[config.mk]
export PLATFORM = sky130hd
export DESIGN_NAME = rgb2hsv_converter
export DESIGN_NICKNAME = d
export VERILOG_FILES = /design/src/rtl/hsv_pkg.sv /design/src/rtl/seq_divider.sv /design/src/rtl/rgb2hsv_converter.sv
export SDC_FILE = /design/constraint.sdc
export NUM_CORES = 1
export LEC_CHECK = 0
export ABC_CLOCK_PERIOD_IN_PS = 11600
export CELL_PAD_IN_SITES_DETAIL_PLACEMENT = 1
export CELL_PAD_IN_SITES_GLOBAL_PLACEMENT = 2
export CORE_ASPECT_RATIO = 1.25
export CORE_MARGIN = 4
export CORE_UTILIZATION = 35
export DETAILED_ROUTE_END_ITERATION = 10
export PLACE_DENSITY = 0.84
export SETUP_SLACK_MARGIN = 0.2
export SLEW_MARGIN = 20
export SYNTH_ARGS = -nofsm -noshare
export SYNTH_HDL_FRONTEND = slang
export SYNTH_HIERARCHICAL = 1
export SYNTH_SLANG_ARGS = --single-unit
[constraint.sdc]
create_clock -name clk -period 11.6 [get_ports clk]
set_clock_uncertainty 0.05 [all_clocks]
set_input_delay 2.9 -clock clk [delete_from_list [all_inputs] [get_ports clk]]
set_output_delay 2.9 -clock clk [all_outputs]
set_load 0.02 [all_outputs]
[src/rtl/hsv_pkg.sv]
// Shared RGB/HSV field layout, hue constants and converter state encodings.
// Imported by the RGB->HSV converter and by the downstream colour classifier.
package hsv_pkg;

  localparam int CH_W   = 8;
  localparam int H_W    = 9;
  localparam int RGB_W  = 3 * CH_W;
  localparam int HSV_W  = H_W + 2 * CH_W;

  localparam int R_LSB  = 16;
  localparam int G_LSB  = 8;
  localparam int B_LSB  = 0;
  localparam int H_LSB  = 16;
  localparam int S_LSB  = 8;
  localparam int V_LSB  = 0;

  localparam int HUE_SECTOR = 60;
  localparam int HUE_G_BASE = 120;
  localparam int HUE_B_BASE = 240;
  localparam int HUE_FULL   = 360;

  typedef enum logic [2:0] {
    S_IDLE,
    S_MINMAX,
    S_DIV_S,
    S_DIV_H,
    S_PACK,
    S_DONE
  } state_t;

  typedef enum logic [1:0] {
    MAX_R,
    MAX_G,
    MAX_B
  } max_sel_t;

  // Negative hue clamps to 0; a full turn (only 360 is reachable) wraps to 0.
  function automatic logic [H_W-1:0] hue_wrap(input logic signed [9:0] h);
    logic signed [9:0] t;
    t = h;
    if (h < 10'sd0) t = 10'sd0;
    else if (h >= $signed(10'(HUE_FULL))) t = h - $signed(10'(HUE_FULL));
    return t[H_W-1:0];
  endfunction

endpackage

[src/rtl/seq_divider.sv]
// Restoring unsigned divider: one load cycle on start, then DIV_W iteration cycles.
// done pulses for one cycle once quotient is final; divisor 0 yields all-ones.
module seq_divider #(
  parameter int DIV_W = 16
) (
  input  logic             clk,
  input  logic             rst,
  input  logic             start,
  input  logic [DIV_W-1:0] dividend,
  input  logic [DIV_W-1:0] divisor,
  output logic [DIV_W-1:0] quotient,
  output logic             done
);

  localparam int CNT_W = $clog2(DIV_W + 1);

  logic [DIV_W-1:0] r_rem;
  logic [DIV_W-1:0] r_quo;
  logic [DIV_W-1:0] r_dvs;
  logic [CNT_W-1:0] r_cnt;
  logic             r_done;
  logic [DIV_W:0]   w_shift;
  logic [DIV_W:0]   w_trial;

  // Dividend bits shift out of the quotient register as quotient bits shift in.
  assign w_shift = {r_rem, r_quo[DIV_W-1]};
  assign w_trial = w_shift - {1'b0, r_dvs};

  always_ff @(posedge clk) begin
    if (rst) begin
      r_rem  <= '0;
      r_quo  <= '0;
      r_dvs  <= '0;
      r_cnt  <= '0;
      r_done <= 1'b0;
    end else begin
      r_done <= 1'b0;
      if (start) begin
        r_rem <= '0;
        r_quo <= dividend;
        r_dvs <= divisor;
        r_cnt <= CNT_W'(DIV_W);
      end else if (r_cnt != '0) begin
        r_cnt  <= r_cnt - 1'b1;
        r_done <= (r_cnt == CNT_W'(1));
        if (!w_trial[DIV_W]) begin
          r_rem <= w_trial[DIV_W-1:0];
          r_quo <= {r_quo[DIV_W-2:0], 1'b1};
        end else begin
          r_rem <= w_shift[DIV_W-1:0];
          r_quo <= {r_quo[DIV_W-2:0], 1'b0};
        end
      end
    end
  end

  assign quotient = r_quo;
  assign done     = r_done;

endmodule

[src/rtl/rgb2hsv_converter.sv]
// Converts one RGB sample to packed {H,S,V} using one shared sequential divider.
// Fixed latency of 2*DIV_W+4 cycles from accepted enable to the done pulse.
module rgb2hsv_converter
  import hsv_pkg::*;
#(
  parameter int DIV_W = 16
) (
  input  logic             clk,
  input  logic             rst,
  input  logic             enable,
  input  logic [RGB_W-1:0] rgb24,
  output logic [HSV_W-1:0] hsv25,
  output logic             busy,
  output logic             done
);

  if (DIV_W < 16) begin : g_bad_div_w
    $error("DIV_W must be at least 16");
  end

  state_t           r_state;
  state_t           w_state_nxt;

  logic [RGB_W-1:0] r_rgb;
  logic [CH_W-1:0]  r_max;
  logic [CH_W-1:0]  r_delta;
  logic [CH_W-1:0]  r_absdiff;
  logic [CH_W-1:0]  r_s;
  logic             r_neg;
  max_sel_t         r_sel;
  logic [6:0]       r_q_h;
  logic [HSV_W-1:0] r_hsv;

  logic [CH_W-1:0]  w_r;
  logic [CH_W-1:0]  w_g;
  logic [CH_W-1:0]  w_b;
  logic [CH_W-1:0]  w_max;
  logic [CH_W-1:0]  w_min;
  logic [CH_W-1:0]  w_delta;
  logic [CH_W-1:0]  w_absdiff;
  logic             w_neg;
  max_sel_t         w_sel;

  logic [15:0]      w_prod_s;
  logic [15:0]      w_prod_h;
  logic             w_div_start;
  logic             w_div_done;
  logic [DIV_W-1:0] w_div_dvd;
  logic [DIV_W-1:0] w_div_dvs;
  logic [DIV_W-1:0] w_div_quo;

  logic signed [9:0] w_base;
  logic signed [9:0] w_q10;
  logic signed [9:0] w_hue_raw;
  logic [H_W-1:0]    w_hue;

  assign w_r = r_rgb[R_LSB +: CH_W];
  assign w_g = r_rgb[G_LSB +: CH_W];
  assign w_b = r_rgb[B_LSB +: CH_W];

  // Max channel with R > G > B tie priority; diff sign/magnitude follow that channel.
  always_comb begin
    w_sel     = MAX_B;
    w_max     = w_b;
    w_neg     = (w_r < w_g);
    w_absdiff = w_neg ? (w_g - w_r) : (w_r - w_g);
    if (w_r >= w_g && w_r >= w_b) begin
      w_sel     = MAX_R;
      w_max     = w_r;
      w_neg     = (w_g < w_b);
      w_absdiff = w_neg ? (w_b - w_g) : (w_g - w_b);
    end else if (w_g >= w_b) begin
      w_sel     = MAX_G;
      w_max     = w_g;
      w_neg     = (w_b < w_r);
      w_absdiff = w_neg ? (w_r - w_b) : (w_b - w_r);
    end
    w_min = (w_r < w_g) ? w_r : w_g;
    if (w_b < w_min) w_min = w_b;
    w_delta = w_max - w_min;
  end

  assign w_prod_s = {8'b0, w_delta} * 16'd255;
  assign w_prod_h = {8'b0, r_absdiff} * 16'(HUE_SECTOR);

  always_ff @(posedge clk) begin
    if (rst) r_state <= S_IDLE;
    else     r_state <= w_state_nxt;
  end

  // The S division is launched from S_MINMAX and the H division on the S result,
  // so neither start costs a separate state.
  always_comb begin
    w_state_nxt = r_state;
    w_div_start = 1'b0;
    w_div_dvd   = DIV_W'(w_prod_s);
    w_div_dvs   = DIV_W'(w_max);
    case (r_state)
      S_IDLE:   if (enable) w_state_nxt = S_MINMAX;
      S_MINMAX: begin
        w_div_start = 1'b1;
        w_state_nxt = S_DIV_S;
      end
      S_DIV_S:  if (w_div_done) begin
        w_div_start = 1'b1;
        w_div_dvd   = DIV_W'(w_prod_h);
        w_div_dvs   = DIV_W'(r_delta);
        w_state_nxt = S_DIV_H;
      end
      S_DIV_H:  if (w_div_done) w_state_nxt = S_PACK;
      S_PACK:   w_state_nxt = S_DONE;
      S_DONE:   w_state_nxt = S_IDLE;
      default:  w_state_nxt = S_IDLE;
    endcase
  end

  seq_divider #(
    .DIV_W (DIV_W)
  ) u_div (
    .clk      (clk),
    .rst      (rst),
    .start    (w_div_start),
    .dividend (w_div_dvd),
    .divisor  (w_div_dvs),
    .quotient (w_div_quo),
    .done     (w_div_done)
  );

  always_comb begin
    w_q10 = $signed({3'b000, r_q_h});
    case (r_sel)
      MAX_R:   w_base = r_neg ? $signed(10'(HUE_FULL)) : 10'sd0;
      MAX_G:   w_base = $signed(10'(HUE_G_BASE));
      default: w_base = $signed(10'(HUE_B_BASE));
    endcase
    w_hue_raw = r_neg ? (w_base - w_q10) : (w_base + w_q10);
    w_hue     = (r_delta == '0) ? '0 : hue_wrap(w_hue_raw);
  end

  always_ff @(posedge clk) begin
    if (rst) begin
      r_rgb     <= '0;
      r_max     <= '0;
      r_delta   <= '0;
      r_absdiff <= '0;
      r_neg     <= 1'b0;
      r_sel     <= MAX_R;
      r_s       <= '0;
      r_q_h     <= '0;
      r_hsv     <= '0;
    end else begin
      case (r_state)
        S_IDLE: if (enable) r_rgb <= rgb24;
        S_MINMAX: begin
          r_max     <= w_max;
          r_delta   <= w_delta;
          r_absdiff <= w_absdiff;
          r_neg     <= w_neg;
          r_sel     <= w_sel;
        end
        S_DIV_S: if (w_div_done) begin
          // max=0 divides by zero; the all-ones quotient is discarded.
          if (r_max == '0)                         r_s <= '0;
          else if (|w_div_quo[DIV_W-1:CH_W])       r_s <= '1;
          else                                     r_s <= w_div_quo[CH_W-1:0];
        end
        S_DIV_H: if (w_div_done) begin
          if (r_delta == '0 || (|w_div_quo[DIV_W-1:7])) r_q_h <= '0;
          else                                         r_q_h <= w_div_quo[6:0];
        end
        S_PACK: begin
          r_hsv[H_LSB +: H_W]  <= w_hue;
          r_hsv[S_LSB +: CH_W] <= r_s;
          r_hsv[V_LSB +: CH_W] <= r_max;
        end
        default: ;
      endcase
    end
  end

  assign hsv25 = r_hsv;
  assign busy  = (r_state != S_IDLE);
  assign done  = (r_state == S_DONE);

endmodule

==> impl_metrics.toml, run 1 <==
[die]
die_w_um = 176.1
die_h_um = 218.1
coreArea_sq_mm = 0.03471
start_util_pct = 35.62
rows = 76
ios = 54
fp.dieArea_sq_mm = 0.03842

[grt]
grt_pass1_vias = 11660
grt_pass1_wl_mm = 61.86
antenna_found_initial = 0
grt_max_degree = 74
grtUsageTotal_pct = 20.18
grt-ovfl-total = 0

[cts]
cts_hold_buffers = 0
h-tree-depth = 4
cts_made_buffers = 17
clock-sinks = 148
insertion_delay_ns = 0.47
cts_resized = 0
post_cts_buffers = 0
clock_path_buffers = 2
clkTransAtPathRegs_ns = 0.07
cts_tree = "yes"
clockRootBuffer = "clkbuf_16"

[min_path]
hold_path.class = "flop to flop"

[cells_and_area]
num-fill-cells = 4245
multi_input_area_sq_mm = 0.008661
drive_above_1_share_pct = 5.080
antennaDiodeCount = 0
syn2layout_area_growth_pct = 12.82
final_common_cell = "nand2_1"
final_area_sq_mm = 0.01395
regArea_sq_mm = 0.002963
final_cell_mix = "nand2_1, a21oi_1, dfxtp_1"
finish.net_count = 1834

[drt]
vias_per_cell = 5.287
wl_per_cell_um = 18.34
totalWireLength_mm = 38.55
drtIter0Drc = 381
num_vias = 11110
postRouteAntennaNets = 0
drt-pass1-iter-count = 4
remaining_drc_errors = 0

[place]
place_area_sq_mm = 0.01336
hpwlAfterDp_mm = 30.60
port_buffers = 53
gp_congestion = 0.9517

[logic_synthesis]
synth-seq-area-share_pct = 23.96
synth_adder_area_share_pct = 21.37
synthCells = 1595
synth_edf_count = 0
synth_compound_area_share_pct = 20.82
synth_area_sq_mm = 0.01236
yosysWarnings = 6
synthArstFlopShare_pct = 0
synthXorXnorAreaFrac_pct = 5.434
muxShareOfSynthArea_pct = 3.208
synth-simple-area-share_pct = 18.75
yosys_most_used_dff = "dfxtp_1"
synth_top_family_by_area = "adder cells"
synth.distinct_cells = 79
ys_seq_elements = 148
avgSynthCellArea_sq_um = 7.752

[sta]
finalCritPeriodShare_pct = 90.66
fmax_ghz = 0.09509
tightest_slew_ns = 1.083
setup_viol = 0
drv_slew = 0
hold-worst-slack_ns = 0.4045
rsz0062_at_grt = "no"
relSlewSlack_pct = 27.29
finalSetupTns_ns = 0
finalCriticalPeriod_ns = 10.52
hold_viol_final = 0

[setup_path]
required_ns = 11.95
end_kind = "flop"
path_max_fanout = 17
start_kind = "flop"
slowest_delay_ns = 0.70
arrival_ns = 10.86
critPathKind = "flop to flop"
worst_path_most_repeated_cell = "ha_1"
slowest_stage = "nor2_2"

[flow_run]
maxCapViolCount = 0

[status]
status = "completed"
-- layout make-up --
type | count | area share (%)
Inverter | 136 | 3.660
Clock buffer | 17 | 3.050
Clock inverter | 15 | 1.121
Timing Repair Buffer | 69 | 4.646
Sequential cell | 148 | 21.24
Multi-Input combinational cell | 1249 | 62.09
Tap cell | 468 | 4.198
-- flip-flops by register name, summed over array words and instances (netlist names) --
| register | flops |
|---|---|
| r_delta | 8 |
| r_q_h | 7 |
| r_absdiff | 8 |
| r_rgb | 24 |
| r_neg | 1 |
| u_div/quotient | 16 |
| u_div/done | 1 |
| hsv25 | 25 |
| r_state | 3 |
| r_s | 8 |
| r_max | 8 |
| u_div/r_dvs | 16 |
| u_div/r_rem | 16 |
| u_div/r_cnt | 5 |
| r_sel | 2 |
-- per-stage QoR --
| step | std cells | util [%] | setup slack, ns |
|---|---|---|---|
| after floorplan | 1602 | - | 2.059 |
| after global placement | 2070 | 38.49 | 1.295 |
| after detailed placement | 2070 | 38.49 | 0.9493 |
| after CTS | 2102 | 40.17 | 0.8449 |
| after global routing | 2102 | 40.19 | 0.3074 |
| final | 2102 | 40.19 | 1.084 |
-- cell usage after synthesis, drive strengths merged (14+ instances only) --
| library cell | instances | area, sq um |
|---|---|---|
| nand3 | 18 | 95.09 |
| a31oi | 22 | 137.6 |
| nor3 | 26 | 130.1 |
| xor2 | 25 | 237.7 |
| nand2 | 254 | 953.4 |
| a21o | 22 | 167.7 |
| fa | 42 | 840.8 |
| nor2b | 14 | 87.58 |
| ha | 144 | 1802 |
| nor2 | 125 | 474.2 |
| mux2i | 34 | 340.3 |
| o21ai | 81 | 420.4 |
| clkbuf | 55 | 207.7 |
| xnor2 | 47 | 411.6 |
| buf | 14 | 76.32 |
| inv | 135 | 506.7 |
| dfxtp | 148 | 2963 |
| a21oi | 198 | 998.5 |
-- kinds of logic (layout without fill, tap and decap cells) --
| logic type | after synthesis | after routing |
|---|---|---|
| adder cells (fa/ha/maj) | 186 | 186 |
| AND/OR/NAND/NOR | 518 | 518 |
| buffers and inverters | 205 | 237 |
| flip-flops | 148 | 148 |
| multiplexers | 39 | 39 |
| other | 1 | 8 |
| XOR/XNOR | 73 | 73 |
| AO/OA/AOI/OAI | 425 | 425 |
-- critical path: cells and delay by family, from the launching register on --
family	cells	cell delay, ns
AO/OA/AOI/OAI	18	4.20
adder cells (fa/ha/maj)	8	3.39
AND/OR/NAND/NOR	8	1.79
flip-flops	1	0.40
XOR/XNOR	1	0.39
buffers and inverters	3	0.22
-- worst paths after layout --
| check | from | end | slack [ns] | depth (start not counted) |
|---|---|---|---|---|
| worst max-delay path | r_rgb[13] | u_div/quotient[15] | 1.08 | 38 |
| worst min register to register | r_s[1] | r_s[1] | 0.40 | 2 |
| worst max register to register | r_rgb[13] | u_div/quotient[15] | 1.08 | 38 |
| worst min-delay path | r_s[1] | r_s[1] | 0.40 | 2 |
-- routing by layer --
layer	vias to the layer above	global-route usage, %	wire length [um]
met5	-	0	0
met4	0	8.346	1510
met3	59	2.647	818
met2	141	38.19	20370
met1	5398	22.53	15850
li1	5516	-	-
Power of run 1 is not shown: default switching activity piles up to over one toggle a cycle in this logic, so the estimate is an artifact.
==> run 2: changes to the inputs <==
- CORE_MARGIN: 4 -> 2
- SKIP_CTS_REPAIR_TIMING: unset -> 1
==> run 2 against run 1 <==
Effect of this change: setup slack better by 0.13 ns; via count up 0.51%; non-clock buffer count down 1; utilization up 0.17 points; global-route usage up 0.91 points; highest routed layer unchanged.
==> impl_metrics.toml, run 2 (same netlist as run 1, synthesis figures left out) <==
[cells_and_area]
syn2layout_area_growth_pct = 12.98
instances_no_fill = 2102
final_area_sq_mm = 0.01397
largest_reg_flops = 25
num-fill-cells = 4317
drive_above_1_share_pct = 4.960
finish.net_count = 1833
final_common_cell = "nand2_1"
final_cell_mix = "nand2_1, a21oi_1, dfxtp_1"

[grt]
grt_max_degree = 68
grtUsageMet1_pct = 24.07
grt-ovfl-total = 0
grt.busiest_layer = "met2"
use_met2_pct = 39.08
grt_pass1_wl_mm = 61.33
antenna_found_initial = 0
grtUsageTotal_pct = 21.09
gr-usage-met3_pct = 2.566
grt_pass1_vias = 11510

[place]
placedCellCount = 2069
pre_cts_slack_ns = 1.071
port_buffers = 53
gp_congestion = 0.8710
hpwlAfterDp_mm = 30.22
place_area_sq_mm = 0.01335

[cts]
h-tree-depth = 4
clockRootBuffer = "clkbuf_16"
cts_tree = "yes"
clock_path_buffers = 2
insertion_delay_ns = 0.45
clock-sinks = 148
clkTransAtPathRegs_ns = 0.08
cts_made_buffers = 17

[die]
fp.dieArea_sq_mm = 0.03686
start_util_pct = 35.72
rows = 76
coreArea_sq_mm = 0.03461
die_h_um = 214.1
die_w_um = 172.1
ios = 54

[sta]
layout_setup_ws_ns = 1.217
rsz0062_at_grt = "no"
relSlewSlack_pct = 31.57
drv_slew = 0
finalCriticalPeriod_ns = 10.38
setup_viol = 0
finalCritPeriodShare_pct = 89.50
hold_viol_final = 0
tightest_slew_ns = 1.017
fmax_ghz = 0.09632
finalSetupTns_ns = 0

[drt]
num_vias = 11170
remaining_drc_errors = 0
drt-pass1-iter-count = 5
vias_per_cell = 5.314
totalWireLength_mm = 38.04
drtIter0Drc = 384
postRouteAntennaNets = 0
wl_per_cell_um = 18.10

[setup_path]
reg2reg_depth = 39
worst_path_most_repeated_cell = "ha_1"
critPathKind = "flop to flop"
slowest_delay_ns = 0.55
end_kind = "flop"
arrival_ns = 10.72
start_kind = "flop"
required_ns = 11.93
slowest_stage = "fa_1"
path_max_fanout = 14

[flow_run]
maxCapViolCount = 0

[min_path]
hold_path.class = "flop to flop"
hold_depth = 2

[status]
status = "completed"
run 2: through the flow:
| stage | hold WS [ns] | utilization (%) |
|---|---|---|
| global placement | 0.3889 | 38.57 |
| global route | 0.4293 | 40.35 |
| detailed placement | 0.3936 | 38.57 |
| finish | 0.4047 | 40.36 |
| floorplan | 0.3821 | - |
| CTS | 0.4120 | 40.34 |
run 2: final cells by class:
class / count / area (sq um) / share of cell area [%]
timing repair buffer: 68 / 640.6 / 4.586
sequential: 148 / 2963 / 21.21
tap: 468 / 585.6 / 4.192
multi-input combinational: 1249 / 8655 / 61.95
clock buffer: 17 / 425.4 / 3.045
antenna: 1 / 2.502 / 0.01791
clock inverter: 15 / 187.7 / 1.343
inverter: 136 / 510.5 / 3.654
run 2: routing by layer:
layer	vias up	share of wire, %	wire length (um)
met5	-	0	0
met2	147	53	20040
met4	0	3.9	1467
met1	5453	41	15690
li1	5522	-	-
met3	49	2.2	841
run 2: critical path: cells and delay by family, from the launching register on:
family | cells | cell delay (ns)
AO/OA/AOI/OAI | 18 | 4.01
XOR/XNOR | 1 | 0.38
adder cells (fa/ha/maj) | 8 | 3.39
buffers and inverters | 4 | 0.52
flip-flops | 1 | 0.38
AND/OR/NAND/NOR | 8 | 1.55
run 2: path summary, 6_finish.rpt:
path | from | slack [ns] | endpoint
worst min register to register | hsv25[19] | 0.40 | hsv25[19]
worst max register to register | r_rgb[13] | 1.22 | u_div/quotient[15]
worst min-delay path | hsv25[19] | 0.40 | hsv25[19]
worst max-delay path | r_rgb[13] | 1.22 | u_div/quotient[15]
Power of run 2 is left out for the same reason.
